**src/rtl/player_life_ctrl.sv**
```systemverilog
// Player life sequencer: limits collisions to one hit per frame, counts lives and runs the alive/dying/invulnerable/game-over flow.
// Latency: one cycle from the sampled start/frame_tick to the new state; every output is decoded from registers. No backpressure.
module player_life_ctrl #(
    parameter int LIVES_INIT    = 3,
    parameter int DYING_FRAMES  = 30,
    parameter int INVULN_FRAMES = 120,
    parameter int BLINK_SHIFT   = 2
) (
    input  logic       clk,
    input  logic       reset,
    input  logic       frame_tick,
    input  logic       collision,
    input  logic       start,
    output logic [1:0] lives,
    output logic [2:0] state,
    output logic       move_en,
    output logic       respawn,
    output logic       hit_sprite,
    output logic       player_visible,
    output logic       game_over
);

    typedef enum logic [2:0] {
        S_IDLE   = 3'd0,
        S_ALIVE  = 3'd1,
        S_DYING  = 3'd2,
        S_INVULN = 3'd3,
        S_OVER   = 3'd4
    } state_t;

    localparam logic [7:0] DYING_LAST  = 8'(DYING_FRAMES - 1);
    localparam logic [7:0] INVULN_LAST = 8'(INVULN_FRAMES - 1);
    localparam logic [1:0] LIVES_LOAD  = 2'(LIVES_INIT);

    state_t     cur_state, nxt_state;
    logic [1:0] lives_q, lives_nxt;
    logic [7:0] frame_cnt, cnt_nxt;
    logic       hit_pend, pend_nxt;
    logic       respawn_q, respawn_nxt;
    logic       coll_live;
    logic       hit;
    logic       state_chg;

    // Collisions only count in ALIVE, and not in the cycle the sprite is being moved back to spawn.
    assign coll_live = collision && (cur_state == S_ALIVE) && !respawn_q;
    assign hit       = frame_tick && (hit_pend || coll_live);

    always_ff @(posedge clk) begin
        if (reset) begin
            cur_state <= S_IDLE;
            lives_q   <= 2'd0;
            frame_cnt <= 8'd0;
            hit_pend  <= 1'b0;
            respawn_q <= 1'b0;
        end else begin
            cur_state <= nxt_state;
            lives_q   <= lives_nxt;
            frame_cnt <= cnt_nxt;
            hit_pend  <= pend_nxt;
            respawn_q <= respawn_nxt;
        end
    end

    always_comb begin
        nxt_state   = cur_state;
        lives_nxt   = lives_q;
        respawn_nxt = 1'b0;
        case (cur_state)
            S_IDLE, S_OVER: begin
                if (start) begin
                    nxt_state   = S_ALIVE;
                    lives_nxt   = LIVES_LOAD;
                    respawn_nxt = 1'b1;
                end
            end
            S_ALIVE: begin
                if (hit) begin
                    nxt_state = S_DYING;
                    if (lives_q != 2'd0) begin
                        lives_nxt = lives_q - 2'd1;
                    end
                end
            end
            S_DYING: begin
                if (frame_tick && (frame_cnt == DYING_LAST)) begin
                    if (lives_q == 2'd0) begin
                        nxt_state = S_OVER;
                    end else begin
                        nxt_state   = S_INVULN;
                        respawn_nxt = 1'b1;
                    end
                end
            end
            S_INVULN: begin
                if (frame_tick && (frame_cnt == INVULN_LAST)) begin
                    nxt_state = S_ALIVE;
                end
            end
            default: nxt_state = S_IDLE;
        endcase

        state_chg = (nxt_state != cur_state);

        // The counter only has meaning in the timed states, so it is frozen elsewhere.
        cnt_nxt = frame_cnt;
        if (state_chg) begin
            cnt_nxt = 8'd0;
        end else if (frame_tick && ((cur_state == S_DYING) || (cur_state == S_INVULN))) begin
            cnt_nxt = frame_cnt + 8'd1;
        end

        pend_nxt = hit_pend;
        if (state_chg || frame_tick) begin
            pend_nxt = 1'b0;
        end else if (coll_live) begin
            pend_nxt = 1'b1;
        end
    end

    always_comb begin
        move_en        = 1'b0;
        hit_sprite     = 1'b0;
        player_visible = 1'b0;
        game_over      = 1'b0;
        case (cur_state)
            S_ALIVE: begin
                move_en        = 1'b1;
                player_visible = 1'b1;
            end
            S_DYING: begin
                hit_sprite     = 1'b1;
                player_visible = 1'b1;
            end
            S_INVULN: begin
                move_en        = 1'b1;
                player_visible = ~frame_cnt[BLINK_SHIFT];
            end
            S_OVER: begin
                game_over = 1'b1;
            end
            default: ;
        endcase
    end

    assign state   = cur_state;
    assign lives   = lives_q;
    assign respawn = respawn_q;

endmodule

```
**config.mk**
```make
export PLATFORM = sky130hd
export DESIGN_NAME = player_life_ctrl
export DESIGN_NICKNAME = d
export VERILOG_FILES = /design/src/rtl/player_life_ctrl.sv
export SDC_FILE = /design/constraint.sdc
export NUM_CORES = 1
export LEC_CHECK = 0
export ABC_AREA = 1
export CAP_MARGIN = 25
export CORE_MARGIN = 1
export CORE_UTILIZATION = 56
export CTS_CLUSTER_SIZE = 14
export DETAILED_ROUTE_END_ITERATION = 12
export PLACE_DENSITY = 0.89
export SLEW_MARGIN = 20
export SYNTH_ARGS = -nofsm -noshare
export SYNTH_HDL_FRONTEND = slang
export SYNTH_SLANG_ARGS = --single-unit
```
**constraint.sdc**
```tcl
create_clock -name clk -period 3.19 [get_ports clk]
set_clock_uncertainty 0.15 [all_clocks]
set_input_delay 0.7975 -clock clk [delete_from_list [all_inputs] [get_ports clk]]
set_output_delay 0.7975 -clock clk [all_outputs]
set_load 0.01 [all_outputs]
```
---- After elaboration in Yosys (flattened, before gate mapping) ----
Index checks and enable logic that the tools add are counted.
word-level totals
  bits of input ports ..................... 5
  flip-flop bits (word level) ............. 15
  output and inout port bits .............. 10
  logic and storage cells ................. 56
cells by class
  equality and inequality tests ........... 10
  reductions and logical operators ........ 20
  multiplexer cells ....................... 18
  add/subtract/negate cells ............... 2
  bitwise gates (word level) .............. 1
operators with widths
  kind                   number
  $mux W3                5
  $pmux W3 S4            1
  $reduce_or A2 Y1       5
  $add A8 B1 Y8 const B  1
  $eq A8 B5 Y1 const B   1
  $eq A8 B7 Y1 const B   1
  $eq A3 B2 Y1 const B   2
  $logic_and A1 B1 Y1    6
  $mux W1                6
  $mux W2                3
  $ne A2 B2 Y1 const B   2
  $pmux W1 S2            2
  $pmux W2 S2            1
  $reduce_and A4 Y1      1
  $reduce_bool A2 Y1     2
  $eq A3 B1 Y1 const B   1
  $eq A3 B3 Y1 const B   1
  $logic_not A3 Y1       1
  $logic_or A1 B1 Y1     3
  $ne A3 B3 Y1           1
  $logic_not A2 Y1       1
  $ne A2 B1 Y1 const B   1
  $sub A2 B1 Y2 const B  1
  $logic_not A1 Y1       1
  $not A1 Y1             1

---- Depth between registers and ports, before layout ----
Gate-level depths: netlist of the first run.
  depth after elaboration ................. 10
  gate-level depth with buffers ........... 11

---- Least setup slack after synthesis of the first run ----
Ideal clock, no wire load.
  path kind ............................... register to output
  start ................................... register cur_state[2] (netlist: state[2])
  end ..................................... output port player_visible
  cell stages (with the launch flop) ...... 8
  data arrival time ....................... 1.009 ns
  path slack .............................. 1.234 ns
  data required time ...................... 2.243 ns
  cells stage by stage .................... dfxtp_1 inv_2 nand2_4 nor2_1 inv_1 nor2_1 nor2_1 nand2_1
on the way
  cells in the longest elaborated chain, start to end .. 3
RTL lines
  item                                                 RTL line  text
  start: declaration                                   35        state_t cur_state, nxt_state;
  start signal: assignment                             56        cur_state <= nxt_state;
  $eq A3 B1 Y1 / $eq A3 B2 Y1 (equally long branches)  125       case (cur_state)
  $reduce_or A2 Y1 (no line)                           n/a
  $pmux W1 S2 (*)                                      125
  end: declaration                                     19        output logic player_visible,
Mark *: on every way between the ends. The rest lies on a longest branch, timed or not.

---- Final worst setup path of the first run ----
Ends and elaborated chain as after synthesis.

==> metrics, run 1 <==
via density per instance=5.11; die area=1980 µm²; Slew headroom=80.1%; R2R cell count=9; clock buffer count from CTS=3; Hold Crit Class=reg -> reg; max layer used=met4; combinational share of power=26.1%; Setup Fix Bufs, Post-CTS=0; vias in the first global route=845; post-synthesis cell count=132; synthesis-stage register bit count=15; post-route cell area=1210 µm²; routed length on met3=105 µm; Ys Warns=0; first-pass GRT wire length=3.47 mm; hold path depth=2; Worst Path Required=2.24 ns; master of the slowest instance on the critical path=clkdlybuf4s50_1; worst slew pin tran=0.298 ns; Clock Path Buffers=2; Cell Count, Final, Fillers Out=174; CP dominant cell by count=nor2_1; r2r endpoint=frame_cnt[7]; GRT Resource Usage Total=24.6%; synthesized area=1010 µm²; Reg clk slew, reported paths=0.09 ns; Slowest Stage Delay on Critical Path=0.53 ns; internal cell power=0.287 mW; final-report setup violation count=0; Main synth FF type=dfxtp_1; Core Area=1590 µm²; EDFF count, synth=0; FF-to-FF Start=frame_cnt[1]; pre-CTS setup slack=0.638 ns; I/O pins=15; largest net degree at the start of global routing=10; GPL Wtd Cong=0.811; cts hold-fix bufs=0; Seq pwr share=48.0%; critical path cell sequence=inv_2 -> nand2_4 -> nor2_1 -> inv_1 -> nor2_1 -> nor2_1 -> nand2_1 -> clkdlybuf4s50_1; cell at the root of the clock tree=clkbuf_4; Final TNS setup=0 ns; crit path DAT=1.90 ns; worst hold margin=0.329 ns; worst setup margin=0.339 ns; metal2 WL=1.00 mm; drt pass-1 iters=4; unrepaired setup endpoints after global routing=no; Met1 Routed Length=824 µm; chip height=44.5 µm; Final Core Density=75.8%; total grt overflow=0; Static Leak=0.477 nW; max-cap violation count=0; Starting Density=63.4%; Max VDD drop=0.000316 V; overall via count from detail_route=889; Layout area overhead=19.6%; hold wc startpoint=lives[1]; Min Clock Period, post-route=2.85 ns; final WL=1.99 mm; H-tree Lvls=1; Psw=0.136 mW; ys async rst share=0%; startpoint types=flop; mean post-synth cell area=7.66 µm²; num rows=14; Clk pwr share=25.9%; later-pin clock latency in the skew report=0.29 ns; flop-to-flop setup slack=1.49 ns; Crit. End Element=output port; register area share after synthesis=29.7%; DR WL/cell=11.4 µm; Cell variety after synth=26; Die W=44.5 µm; Slew Viols, Final=0; DRT iter0 DRCs=15; critical path class=reg -> out; Cell Count Post-Placement=170; CTS tree=yes; layout cell share with drive strength beyond 1=24.7%; worst-path fanout max=6; Final Hold Violating Endpoints=0; CTS sink cnt=15; status=finished clean; cts repair resizes=0; most common cell after layout, fill and taps aside=nand2_1; commonest non-fill, non-tap cells in the layout=26 x nand2_1, 21 x inv_1, 15 x dfxtp_1, 14 x clkdlybuf4s50_1, 12 x nor2_1; post-route ant nets=0; diodes inserted=0; power per cell area=350 nW/µm²; drt drc=0; Layout Nets=159; Sw Ratio=32.2%; Syn Nets=140; PortBufs=14; Power Total=0.422 mW; DPL Wire Length=1.61 mm; Area after DPL=1180 µm²; worst min-delay path endpoint=lives[1]; initial antenna violation count=0; Final period util=89.4%; Achievable Freq=351 MHz
-- cell usage after synthesis (all sizes together) (2+ instances only) --
master	count	share of area [%]
dfxtp	15	30
ha	3	3.7
nand4	2	2.5
xnor2	2	1.7
a21oi	3	1.9
nand2	33	15
o21ai	4	2.0
nor2	17	9.0
inv	25	9.3
nand3	8	5.7
nor3	10	9.9
xor2	5	4.3
-- cell type report --
type	instances	area (µm²)
clock inverters	1	5.00
inverters	26	98.8
repair buffers	14	140
multi-input cells	91	612
clock buffers	3	22.5
fillers	121	385
flip-flops and latches	15	300
well taps	24	30.0
-- power by group through the flow --
stage	Combinational (mW)	Clock (mW)	Sequential (mW)
floorplan	0.0671	0	0.209
global placement	0.107	0	0.207
detailed placement	0.111	0	0.207
CTS	0.111	0.114	0.203
global route	0.121	0.122	0.204
finish	0.110	0.109	0.203
-- state kept, by name, summed over array words and instances (netlist names) --
name       cells
frame_cnt      8
state          3
lives          2
hit_pend       1
respawn        1
-- how the worst max path moves through the flow --
stage / slack, ns / start / end / cells after the start
final: 0.34 / state[2] / player_visible / 8
after global routing: 0.20 / state[2] / player_visible / 8
after CTS: 0.35 / state[1] / player_visible / 7
after detailed placement: 0.64 / collision / frame_cnt[2] / 10
after global placement: 0.70 / collision / frame_cnt[5] / 10
after floorplan: 1.23 / state[2] / player_visible / 7
-- metal layers --
metal | vias to the layer above | track usage (%)
met5 | - | 0
met3 | 7 | 6.53
li1 | 449 | -
met4 | 0 | 13.9
met1 | 408 | 28.8
met2 | 25 | 40.3
-- critical path, delay by kind of cell, from the launching register on --
family                 cells  cell delay [ns]
flip-flops                 1             0.40
AND/OR/NAND/NOR            5             0.47
buffers and inverters      3             0.75
-- kinds of logic (layout without fill, tap and decap cells) --
| group | after synthesis | count (layout) | synth area share, % |
|---|---|---|---|
| compound gates | 10 | 10 | 7.43 |
| simple gates | 71 | 71 | 43.3 |
| flops | 15 | 15 | 29.7 |
| buf+inv | 26 | 44 | 9.78 |
| xor+xnor | 7 | 7 | 6.06 |
| fa+ha+maj | 3 | 3 | 3.71 |
No activity file was read; power rests on OpenSTA's default activity.
==> run 2, diff against run 1 <==
--- a/config.mk
+++ b/config.mk
@@ -7,11 +7,12 @@
 export LEC_CHECK = 0
 export ABC_AREA = 1
 export CAP_MARGIN = 25
+export CORE_ASPECT_RATIO = 1.5
 export CORE_MARGIN = 1
-export CORE_UTILIZATION = 56
+export CORE_UTILIZATION = 30
 export CTS_CLUSTER_SIZE = 14
 export DETAILED_ROUTE_END_ITERATION = 12
-export PLACE_DENSITY = 0.89
+export PLACE_DENSITY = 0.56
 export SLEW_MARGIN = 20
 export SYNTH_ARGS = -nofsm -noshare
 export SYNTH_HDL_FRONTEND = slang
==> metrics, run 2 (synthesized netlist as in run 1, its figures left out) <==
worst-path fanout max=5 (-1); cts repair resizes=0 (unchanged); Max VDD drop=0.000158 V (-50%); CTS sink cnt=15 (unchanged); GRT Resource Usage Total=12.8% (-12 points); startpoint types=flop; Final period util=86.9% (-2.5 points); chip height=73.1 µm (+64%); R2R cell count=9 (unchanged); I/O pins=15 (unchanged); Slew headroom=79.5% (-0.63 points); Seq pwr share=43.3% (-4.7 points); later-pin clock latency in the skew report=0.25 ns (-0.04 ns); grt met2 use=26.2% (-14 points); DRT iter0 DRCs=12 (-3); most common cell after layout, fill and taps aside=nand2_1; busiest grt layer=met2; overall via count from detail_route=867 (-2.5%); final-report setup violation count=0 (unchanged); worst slew pin tran=0.308 ns (+0.00939 ns); GPL Wtd Cong=0.741 (-8.5%); H-tree Lvls=1 (unchanged); status=finished clean; Setup Fix Bufs, Post-CTS=0 (unchanged); Reg with most FFs=frame_cnt; r2r endpoint=frame_cnt[4]; met1 Use GR=11.2% (-18 points); post-route ant nets=0 (unchanged); Clk pwr share=33.1% (+7.2 points); Achievable Freq=361 MHz (+2.9%); hold wc startpoint=lives[1]; flop-to-flop setup slack=1.49 ns (about the same); hold path depth=2 (unchanged); Die W=49.4 µm (+11%); final WL=2.02 mm (+1.9%); via density per instance=4.56 (-11%); commonest non-fill, non-tap cells in the layout=26 x nand2_1, 21 x inv_1, 15 x dfxtp_1, 14 x clkdlybuf4s50_1, 12 x nor2_1; Worst Path Required=2.24 ns (about the same); PortBufs=14 (unchanged); Slew Viols, Final=0 (unchanged); critical path class=reg -> out; worst hold margin=0.324 ns (-0.00453 ns); Psw=0.140 mW (+3.0%); crit path DAT=1.82 ns (-0.08 ns); clock buffer count from CTS=3 (unchanged); Final Hold Violating Endpoints=0 (unchanged); cts hold-fix bufs=0 (unchanged); Final TNS setup=0 ns (unchanged); total grt overflow=0 (unchanged); Layout area overhead=23.3%; initial antenna violation count=0 (unchanged); drt drc=0 (unchanged); Min Clock Period, post-route=2.77 ns (-0.0806 ns); unrepaired setup endpoints after global routing=no; Hold Crit Class=reg -> reg; vias in the first global route=889 (+5.2%); Layout Nets=159 (unchanged); max-cap violation count=0 (unchanged); Reg clk slew, reported paths=0.06 ns (-0.03 ns); cell at the root of the clock tree=clkbuf_8; internal cell power=0.328 mW (+15%); drt pass-1 iters=4 (unchanged); Crit. End Element=output port; Sw Ratio=29.9% (-2.3 points); FF-to-FF Start=frame_cnt[1]; power per cell area=376 nW/µm² (+7.5%); Starting Density=31.7% (-32 points); DPL Wire Length=1.68 mm (+4.5%); first-pass GRT wire length=3.55 mm (+2.4%); die area=3610 µm² (+82%); number of flip-flops in the largest register=8 (unchanged); combinational share of power=23.6% (-2.5 points); Clock Path Buffers=2 (unchanged); Core Area=3190 µm² (+100%); DR WL/cell=10.6 µm (-6.7%); met3 Use GR=2.08% (-4.4 points); largest net degree at the start of global routing=10 (unchanged); layout cell share with drive strength beyond 1=24.0% (-0.67 points); filler cell count=370 (+210%); diodes inserted=0 (unchanged); Static Leak=0.482 nW (+1.1%); worst min-delay path endpoint=lives[1]; num rows=25 (+11); CTS tree=yes
-- run 2: changes by cell type in the layout (fill, tap and decap cells not counted), sizes merged --
cell	before	now
clkbuf	3	4
clkinv	2	1
-- run 2: layout make-up --
class	count	area (µm²)	area share, %
Clock buffer	4	45.0	3.61
Inverter	26	98.8	7.93
Tap cell	40	50.0	4.02
Timing Repair Buffer	14	140	11.2
Sequential cell	15	300	24.1
Multi-Input combinational cell	91	612	49.1
-- run 2: how the worst max path moves through the flow --
stage               start  depth (start not counted)        endpoint
6_report         state[1]                          7  player_visible
4_1_cts          state[1]                          7  player_visible
5_1_grt          state[2]                          8  player_visible
2_1_floorplan    state[2]                          7  player_visible
3_5_place_dp   frame_tick                          9    frame_cnt[7]
3_3_place_gp    collision                         10    frame_cnt[1]
-- run 2: worst max-delay path, stage by stage, from the launching register on --
cell and delay [ns]:
dfxtp_1 0.50, nand2_4 0.14, nor2_1 0.15, inv_1 0.07, nor2_1 0.10, nor2_1 0.05
nand2_1 0.05, clkdlybuf4s50_1 0.53
-- run 2: per-stage QoR --
step           std cells  utilization, %  setup slack, ns  total power [mW]  instance area (µm²)
2_1_floorplan        132               -             1.23             0.277                 1010
3_3_place_gp         186            37.6            0.676             0.318                 1200
3_5_place_dp         186            37.6            0.655             0.320                 1200
4_1_cts              190            39.1            0.399             0.476                 1250
5_1_grt              190            39.1            0.323             0.493                 1250
6_report             190            39.1            0.419             0.468                 1250
-- run 2: per-layer routing --
metal,vias up,part of all wire [%],routed length (µm)
met5,-,0,0
met4,0,3.2,64
met3,7,3.1,63
met2,17,56,1130
met1,397,38,763
li1,446,-,-
-- run 2: power by group through the flow --
| stage | clock network (mW) | registers, mW | logic, mW |
|---|---|---|---|
| after floorplan | 0 | 0.209 | 0.0671 |
| after global placement | 0 | 0.207 | 0.111 |
| after detailed placement | 0 | 0.207 | 0.112 |
| after CTS | 0.161 | 0.203 | 0.113 |
| after global routing | 0.166 | 0.204 | 0.123 |
| final | 0.155 | 0.203 | 0.110 |
